$ cat src/rtl/comp_32_bs.sv
// comp_32_bs: registered WIDTH-bit magnitude comparator, signed or unsigned
// mode chosen per cycle by `sign`.
//
// Outputs are the four flags eq/neq/grt/lss. Each is registered and cleared
// asynchronously by resetn. The all-zero flag state appears only in reset.
// After the first edge that follows reset release, exactly one of
// {eq, grt, lss} is set, and eq ^ neq == 1.
//
// Optional build macro COMP_32_BS_INREG_EN adds an input register stage on
// sign/op1/op2. This raises latency from 1 to 2 cycles.
//
// The combinational nets `less` and `equal` live in module scope under these
// exact names. Bound checkers reach them by hierarchical name, so do not
// rename them.
module comp_32_bs #(
  parameter int WIDTH = 32
) (
  input  logic             clk,
  input  logic             resetn,
  input  logic             sign,
  input  logic [WIDTH-1:0] op1,
  input  logic [WIDTH-1:0] op2,
  output logic             eq,
  output logic             neq,
  output logic             grt,
  output logic             lss
);

  // Operands as seen by the compare logic. These are either the raw inputs
  // or their registered copies.
  logic             sign_c;
  logic [WIDTH-1:0] op1_c;
  logic [WIDTH-1:0] op2_c;

`ifdef COMP_32_BS_INREG_EN
  logic             sign_q;
  logic [WIDTH-1:0] op1_q;
  logic [WIDTH-1:0] op2_q;

  // Input capture stage; cleared with the rest of the block so nothing survives reset
  always_ff @(posedge clk or negedge resetn) begin
    if (!resetn) begin
      sign_q <= 1'b0;
      op1_q  <= '0;
      op2_q  <= '0;
    end else begin
      sign_q <= sign;
      op1_q  <= op1;
      op2_q  <= op2;
    end
  end

  assign sign_c = sign_q;
  assign op1_c  = op1_q;
  assign op2_c  = op2_q;
`else
  assign sign_c = sign;
  assign op1_c  = op1;
  assign op2_c  = op2;
`endif

  // Widened operands. The extra top bit is a copy of the MSB in signed mode
  // and zero in unsigned mode. This makes one WIDTH+1 subtraction serve both
  // modes.
  logic [WIDTH:0] ext1;
  logic [WIDTH:0] ext2;
  logic [WIDTH:0] diff;
  logic           less;
  logic           equal;

  assign ext1  = {sign_c & op1_c[WIDTH-1], op1_c};
  assign ext2  = {sign_c & op2_c[WIDTH-1], op2_c};
  assign diff  = ext1 - ext2;

  // The top bit of the widened difference is the borrow, i.e. op1 < op2.
  assign less  = diff[WIDTH];
  assign equal = (op1_c == op2_c);

  // Only the sign of the difference matters. Fold the low bits into a sink
  // so they are visibly intentional.
  logic unused_diff_low;
  assign unused_diff_low = ^diff[WIDTH-1:0];

  // Flag register. grt is derived, so it can never coexist with eq or lss.
  always_ff @(posedge clk or negedge resetn) begin
    if (!resetn) begin
      eq  <= 1'b0;
      neq <= 1'b0;
      grt <= 1'b0;
      lss <= 1'b0;
    end else begin
      eq  <= equal;
      neq <= ~equal;
      lss <= less;
      grt <= ~less & ~equal;
    end
  end

endmodule

$ cat config.mk
export PLATFORM = sky130hd
export DESIGN_NAME = comp_32_bs
export DESIGN_NICKNAME = d
export VERILOG_FILES = /design/src/rtl/comp_32_bs.sv
export SDC_FILE = /design/constraint.sdc
export NUM_CORES = 1
export LEC_CHECK = 0
export CAP_MARGIN = 20
export CORE_MARGIN = 4
export CORE_UTILIZATION = 34
export CTS_CLUSTER_SIZE = 16
export DETAILED_ROUTE_END_ITERATION = 6
export GPL_ROUTABILITY_DRIVEN = 0
export PLACE_DENSITY = 0.8
export SETUP_SLACK_MARGIN = 0.2
export SLEW_MARGIN = 25
export SYNTH_ARGS = -nofsm -noshare
export SYNTH_HDL_FRONTEND = slang
export SYNTH_SLANG_ARGS = --single-unit
$ cat constraint.sdc
create_clock -name clk -period 0.8 [get_ports clk]
set_input_delay 0.16 -clock clk [delete_from_list [all_inputs] [get_ports clk]]
set_output_delay 0.16 -clock clk [all_outputs]
set_load 0.02 [all_outputs]
==> impl_metrics.ini, run 1 <==
[outcome]
outcome = finished, violations left
violations = negative setup slack

[floorplanning]
dieArea_um2 = 3720
rows = 18
start_util_pct = 37.18
io_pins = 71
fp.dieH_um = 60.99
core_area_um2 = 2567
die_w_um = 60.99

[clocking]
path_clk_slew_ns = 0.04
cts_root_buffer = clkbuf_4
htree_levels = 1
cts_hold_buf = 0
cts_tree = built
clockBufferDepth = 2
numCtsBuffers = 3
clock_sinks = 4

[synthesis]
synth_top_cells_by_count = inv_1, ha_1, a21oi_1
synthTopCellsByArea = ha_1, inv_1, dfrtp_1
synth_cells = 124
synth.cell_area_um2 = 954.7
syn-num-nets = 223
ys_types = 29
yosys_warnings = 0
syn_area_per_cell_um2 = 7.699
synthArstFlopShare_pct = 100.0
synth_top_area_cell = ha_1
synth_edf_count = 0
yosys.area.top_type_share_pct = 41.94
post-synth-top-count-cell = inv_1
seq_area_frac_synth_pct = 10.48
ys_ff_latch = 4
synthFlopType = dfrtp_1

[flow_run]
cap_violations = 0

[detailed_routing]
wl_um = 3590
wl_met1_um = 1162
wl_met2_um = 2090
dr.pass1.iters = 3
ant_nets = 0
num_vias = 1228
drt-vias-per-instance = 5.095
drc = 0
drt_iter0_markers = 11
wl_met3_um = 268
top_layer_used = met4
wl_per_cell_um = 14.90

[critical_path]
cpPeakStageDelay_ns = 0.54
crit_chain = clkdlybuf4s50_1, ha_4, o211ai_1, a21boi_2, o31a_1, o2111a_1
arrival_ns = 1.67
timing.critical_path.buf_inv = 1
worst-path-stages = 6
startpoint_type = primary input
path_max_fanout = 2
path_delay_family = compound AO/OA/AOI/OAI gates
end_kind = flop
required_ns = 0.93
worstSetupPathType = in2reg
crit_slowest_cell = clkdlybuf4s50_1

[sta]
relSlewSlack_pct = 81.56
layout_setup_ws_ns = -0.7401
fmax_mhz = 649.3
tightest_slew_ns = 0.2736
rsz0062_at_grt = yes
min_period_over_period_pct = 192.5
fin_crit_ns = 1.540
fin_setup_tns_ns = -2.843
slew_viol_final = 0
finalHoldViolations = 0
setup_viol_count_final = 8

[hold_path]
hold_class = in2async

[place]
io_buffers = 70
detailed_place_hpwl_um = 2837
post_dp_cell_area_um2 = 1996

[global_route]
grt_max_degree = 5
grt-ovfl-total = 0
grt_pass1_vias = 1383
track_usage_pct = 20.45
grt_pass1_wl_um = 5651
antenna_found_initial = 0

[layout]
fin_area_um2 = 2191
fin_nets = 312
antenna_cells = 0
drive_gt1_share_pct = 70.14
syn_to_final_growth_pct = 129.5

[power]
power_density_nw_per_um2 = 715.9
ir_drop_uv = 632.8
leakage_uw = 0.0009913
state kept, by name, indices dropped and copies added (netlist names):
register,count
neq,1
eq,1
lss,1
grt,1
through the flow:
step | setup slack, ns | cells | total power, µW | hold WS [ns] | utilization, %
after global placement | -1.443 | 233 | 1122 | 0.3700 | 77.73
after global routing | -0.7863 | 241 | 1695 | 0.1301 | 85.33
after detailed placement | -1.485 | 233 | 1168 | 0.3826 | 77.73
after CTS | -0.6760 | 241 | 1518 | 0.1186 | 82.36
after floorplan | -0.7424 | 124 | 631.2 | -0.1356 | -
final | -0.7401 | 241 | 1568 | 0.1150 | 85.33
where the power goes:
part / switching, µW / total (µW) / leakage (µW) / internal (µW)
Sequential: 10.4 / 230 / 0.0000460 / 220
Clock: 100 / 269 / 0.0000138 / 169
Combinational: 456 / 1070 / 0.000932 / 613
placed cells by master, fill, tap and decap left out, types with 4 or more instances in the layout:
master / count
buf_2: 30
ha_4: 28
a21oi_1: 6
buf_6: 28
buf_4: 13
clkdlybuf4s15_1: 4
nand4_1: 6
dfrtp_1: 4
nand2_1: 5
inv_2: 17
inv_1: 6
dlygate4sd2_1: 5
a21oi_2: 8
inv_4: 8
logic make-up after synthesis:
| family | share of synthesized area (%) |
|---|---|
| AOI/OAI and AO/OA | 19.66 |
| xor gates and xnor gates | 0.9176 |
| adders and majority gates | 41.94 |
| buffers and inverters | 12.98 |
| DFF | 10.49 |
| and+or+nand+nor | 14.03 |
per-layer routing:
metal | global-route usage, % | vias to the layer above
met5 | 0 | -
met4 | 6.811 | 0
met3 | 1.489 | 6
met2 | 44.89 | 51
met1 | 18.86 | 559
li1 | - | 612
worst max path at each step:
| stage | endpoint | start |
|---|---|---|
| 3_3_place_gp | grt | op2[29] |
| 2_1_floorplan | grt | op2[21] |
| 5_1_grt | lss | op2[10] |
| 6_report | grt | op1[2] |
| 3_5_place_dp | grt | op2[21] |
| 4_1_cts | grt | op2[11] |
area by class of cell:
type,count,area [µm²]
clock buffers,3,22.52
well taps,30,37.54
multi-input cells,87,1170
flip-flops and latches,4,100.1
repair buffers,84,691.9
inverters,33,168.9
fillers,158,376.6
what timing repair did:
action	in CTS	in global routing
gates resized for setup	301	14
setup buffers	5	0
pin swaps	60	11
endpoints found under the setup margin	8	8
Note: power is estimated with default switching activity, not from simulation.
==> run 2, diff against run 1 <==
--- a/config.mk
+++ b/config.mk
@@ -8,2 +8,3 @@
 export CAP_MARGIN = 20
+export CORE_ASPECT_RATIO = 1.25
 export CORE_MARGIN = 4
@@ -14,2 +15,3 @@
 export PLACE_DENSITY = 0.8
+export REMOVE_ABC_BUFFERS = 1
 export SETUP_SLACK_MARGIN = 0.2
==> constraint.sdc (replaced) <==
create_clock -name clk -period 0.8 [get_ports clk]
set_input_delay 0.08 -clock clk [delete_from_list [all_inputs] [get_ports clk]]
set_output_delay 0.08 -clock clk [all_outputs]
set_load 0.02 [all_outputs]
==> run 2 against run 1 <==
  * The run still ends with negative setup slack left
  * Sequential share of layout area rose by 0.21 points
  * Via count rose by 1.9%
  * Non-clock buffer count fell by 1
  * Die area rose by 0.14%
  * Worst setup slack improved by 0.068 ns
  * Sequential power barely moved
  * Combinational power barely moved
  * Largest cell class unchanged
==> impl_metrics.ini, run 2 (same netlist as run 1, synthesis figures left out) <==
[detailed_routing]
dr.pass1.iters = 6
wl_per_cell_um = 16.03
num_vias = 1251
drc = 0
drt_iter0_markers = 16
drt-vias-per-instance = 5.127
wl_um = 3912
ant_nets = 0

[sta]
relSlewSlack_pct = 80.92
fin_crit_ns = 1.472
layout_setup_ws_ns = -0.6720
rsz0062_at_grt = yes
fmax_mhz = 679.4
slew_viol_final = 0
setup_viol_count_final = 8
finalHoldViolations = 0
min_period_over_period_pct = 184.0
hold_ws_ns = 0.04808
tightest_slew_ns = 0.2849

[critical_path]
path_max_fanout = 2
required_ns = 0.97
startpoint_type = primary input
arrival_ns = 1.65
end_kind = flop
worstSetupPathType = in2reg

[global_route]
track_usage_pct = 21.84
grt_max_degree = 5
antenna_found_initial = 0
grt_pass1_vias = 1438
grt-ovfl-total = 0
grt_pass1_wl_um = 6382

[floorplanning]
io_pins = 71
rows = 21
fp.dieH_um = 67.25
dieArea_um2 = 3725
start_util_pct = 35.62
die_w_um = 55.40
core_area_um2 = 2680

[clocking]
numCtsBuffers = 3
cts_tree = built
clock_sinks = 4
path_clk_slew_ns = 0.04
cts_root_buffer = clkbuf_4
clockBufferDepth = 2
cts_hold_buf = 0
htree_levels = 1

[layout]
drive_gt1_share_pct = 69.52
final_common_cell = buf_2
antenna_cells = 0
fillers = 177
final_cells = 244
layout_common_cells = buf_2, ha_4, buf_6, inv_2, buf_4
fin_nets = 311
syn_to_final_growth_pct = 119.5

[power]
power_density_nw_per_um2 = 727.7
leakage_uw = 0.0009587
ir_drop_uv = 580.3

[place]
dp.cells = 237
detailed_place_hpwl_um = 2782
io_buffers = 70

[hold_path]
hold_class = in2async

[outcome]
outcome = finished, violations left
violations = negative setup slack

[flow_run]
cap_violations = 0
[run 2: changes by cell type in the layout (fill, tap and decap cells not counted), sizes merged]
| cell | previous run | this run |
|---|---|---|
| clkdlybuf4s50 | 3 | 2 |
| dlygate4sd2 | 5 | 8 |
| clkdlybuf4s15 | 4 | 1 |
[run 2: how the worst max path moves through the flow]
| stage | slack, ns | from | depth (start not counted) | endpoint |
|---|---|---|---|---|
| after CTS | -0.61 | op2[27] | 8 | grt |
| final | -0.67 | op1[9] | 7 | grt |
| after floorplan | -0.79 | op2[14] | 7 | grt |
| after global routing | -0.76 | op1[11] | 7 | lss |
| after detailed placement | -1.39 | op2[15] | 8 | grt |
| after global placement | -1.31 | op2[14] | 8 | grt |
[run 2: critical path, cell delays in order]
cell and delay [ns]:
buf_2 0.12, ha_4 0.27, nand4_1 0.18, nor4_4 0.37, a21boi_4 0.26, o31a_1 0.18
o2111a_1 0.18
[run 2: stage by stage]
step | util (%) | TNS, ns | total power [µW] | worst slack [ns] | instance area, µm²
2_1_floorplan | - | -2.480 | 548.0 | -0.7902 | 954.7
3_3_place_gp | 65.87 | -5.379 | 1001 | -1.315 | 1765
3_5_place_dp | 65.87 | -5.706 | 1045 | -1.391 | 1765
4_1_cts | 77.64 | -1.936 | 1493 | -0.6105 | 2081
5_1_grt | 78.20 | -2.673 | 1666 | -0.7575 | 2096
6_report | 78.20 | -2.274 | 1525 | -0.6720 | 2096
[run 2: where the power goes]
part / switching, µW / internal (µW) / total [µW]
clock network: 84.9 / 168 / 253
registers: 9.54 / 220 / 229
logic: 451 / 592 / 1040
total: 545 / 980 / 1520
[run 2: layer usage]
metal  up-vias  part of all wire (%)  track usage, %  wire length, µm
met5         -                     0               0                0
met4         0                   3.1           8.815              123
met3        15                   6.2           6.310              241
met2        59                    57           46.01             2238
met1       569                    33           19.11             1309
li1        608                     -               -                -
[run 2: area by class of cell]
| type | instances | area (µm²) | area share (%) |
|---|---|---|---|
| clock buffers | 3 | 22.52 | 1.075 |
| repair buffers | 83 | 653.1 | 31.16 |
| flip-flops and latches | 4 | 100.1 | 4.776 |
| multi-input cells | 87 | 1149 | 54.81 |
| inverters | 33 | 128.9 | 6.149 |
| well taps | 34 | 42.54 | 2.030 |
[run 2: timing repair]
item,4_1_cts,5_1_grt
pin swaps,61,3
setup endpoints to repair,8,8
gates resized for setup,331,1
setup buffers,3,1
==> run 3, diff against run 2 <==
- CORE_MARGIN: 4 -> unset
==> run 3 against run 2 <==
  * The run still ends with negative setup slack left
  * Largest power group unchanged
  * First-iteration DRC count increased by 6.3%
  * Sequential share of layout area down 0.12 points
  * Clock power grew 11%
  * Critical endpoint unchanged
  * Die area is 19% lower
==> impl_metrics.ini, run 3 (same netlist as run 1, synthesis figures left out) <==
[global_route]
grt-ovfl-total = 0
grt_pass1_wl_um = 5906
antenna_found_initial = 0
track_usage_pct = 25.98
grt_max_degree = 5
grt_pass1_vias = 1430

[outcome]
outcome = finished, violations left
violations = negative setup slack

[detailed_routing]
wl_um = 3593
num_vias = 1299
drt_iter0_markers = 17
drt-vias-per-instance = 5.302
ant_nets = 0
dr.pass1.iters = 4
drc = 0
wl_per_cell_um = 14.67

[sta]
tightest_slew_ns = 0.2883
setup_viol_count_final = 8
min_period_over_period_pct = 178.1
finalHoldViolations = 0
rsz0062_at_grt = yes
layout_setup_ws_ns = -0.6250
slew_viol_final = 0
fin_crit_ns = 1.425
relSlewSlack_pct = 80.69
fmax_mhz = 701.8

[clocking]
path_clk_slew_ns = 0.05
clock_sinks = 4
clockBufferDepth = 2
numCtsBuffers = 3
htree_levels = 1
cts_tree = built
cts_root_buffer = clkbuf_4

[floorplanning]
die_w_um = 49.40
core_area_um2 = 2680
dieArea_um2 = 3025
io_pins = 71
rows = 21
start_util_pct = 35.62
fp.dieH_um = 61.25

[layout]
fillers = 172
layout_common_cells = buf_2, ha_4, buf_6, inv_2, buf_4
fin_util_pct = 80.21
ff_latch_area_um2 = 100.1
syn_to_final_growth_pct = 125.2
drive_gt1_share_pct = 73.93
antenna_cells = 0
fin_area_um2 = 2150
fin_nets = 312
multi_input_comb_area_um2 = 1179
final_common_cell = buf_2

[place]
pre_cts_ws_ns = -1.431
io_buffers = 70
post_dp_cell_area_um2 = 1758
detailed_place_hpwl_um = 2384

[critical_path]
startpoint_type = primary input
required_ns = 0.94
path_max_fanout = 2
arrival_ns = 1.57
worstSetupPathType = in2reg
end_kind = flop

[flow_run]
cap_violations = 0

[hold_path]
hold_class = in2async

[power]
leakage_uw = 0.0009642
ir_drop_uv = 535.1
power_density_nw_per_um2 = 732.3
run 3: worst paths after layout:
check	start	to	slack (ns)
hold / removal	resetn	grt	0.02
setup / recovery	op1[5]	grt	-0.62
min in group clk	op1[15]	lss	0.42
max in group asynchronous	resetn	neq	0.60
run 3: repair_timing:
item,4_1_cts,5_1_grt
pin swaps,48,17
gates resized for setup,323,18
setup endpoints to repair,8,8
hold buffers,0,0
setup buffers,4,2
run 3: final cells by class:
type	count	share of cell area (%)
repair buffers	84	31.02
multi-input cells	87	54.83
clock buffers	3	1.048
flip-flops and latches	4	4.657
inverters	33	6.461
well taps	34	1.979
run 3: where the power goes:
| part | switching [µW] | total, µW | internal [µW] |
|---|---|---|---|
| clock | 111 | 280 | 170 |
| combinational | 457 | 1060 | 608 |
| sequential | 9.29 | 229 | 220 |
run 3: critical path, stage by stage:
cell	delay [ns]
buf_8	0.10
ha_4	0.23
a21oi_2	0.16
o21ai_2	0.08
a221o_1	0.35
o31a_1	0.31
o2111a_1	0.25
run 3: layer usage:
layer	track usage, %	part of all wire (%)
met1	22.14	33
met2	55.19	56
met3	4.444	4.6
met4	17.55	6.0
met5	0	0
run 3: stage by stage:
step / TNS (ns) / instances / power, µW / hold WS (ns)
final: -2.045 / 245 / 1574 / 0.02261
after global routing: -2.479 / 245 / 1692 / 0.04700
after CTS: -1.909 / 243 / 1484 / 0.03902
after detailed placement: -5.669 / 236 / 1029 / 0.2884
after global placement: -5.359 / 236 / 995.4 / 0.2906
after floorplan: -2.480 / 124 / 548.0 / -0.2156
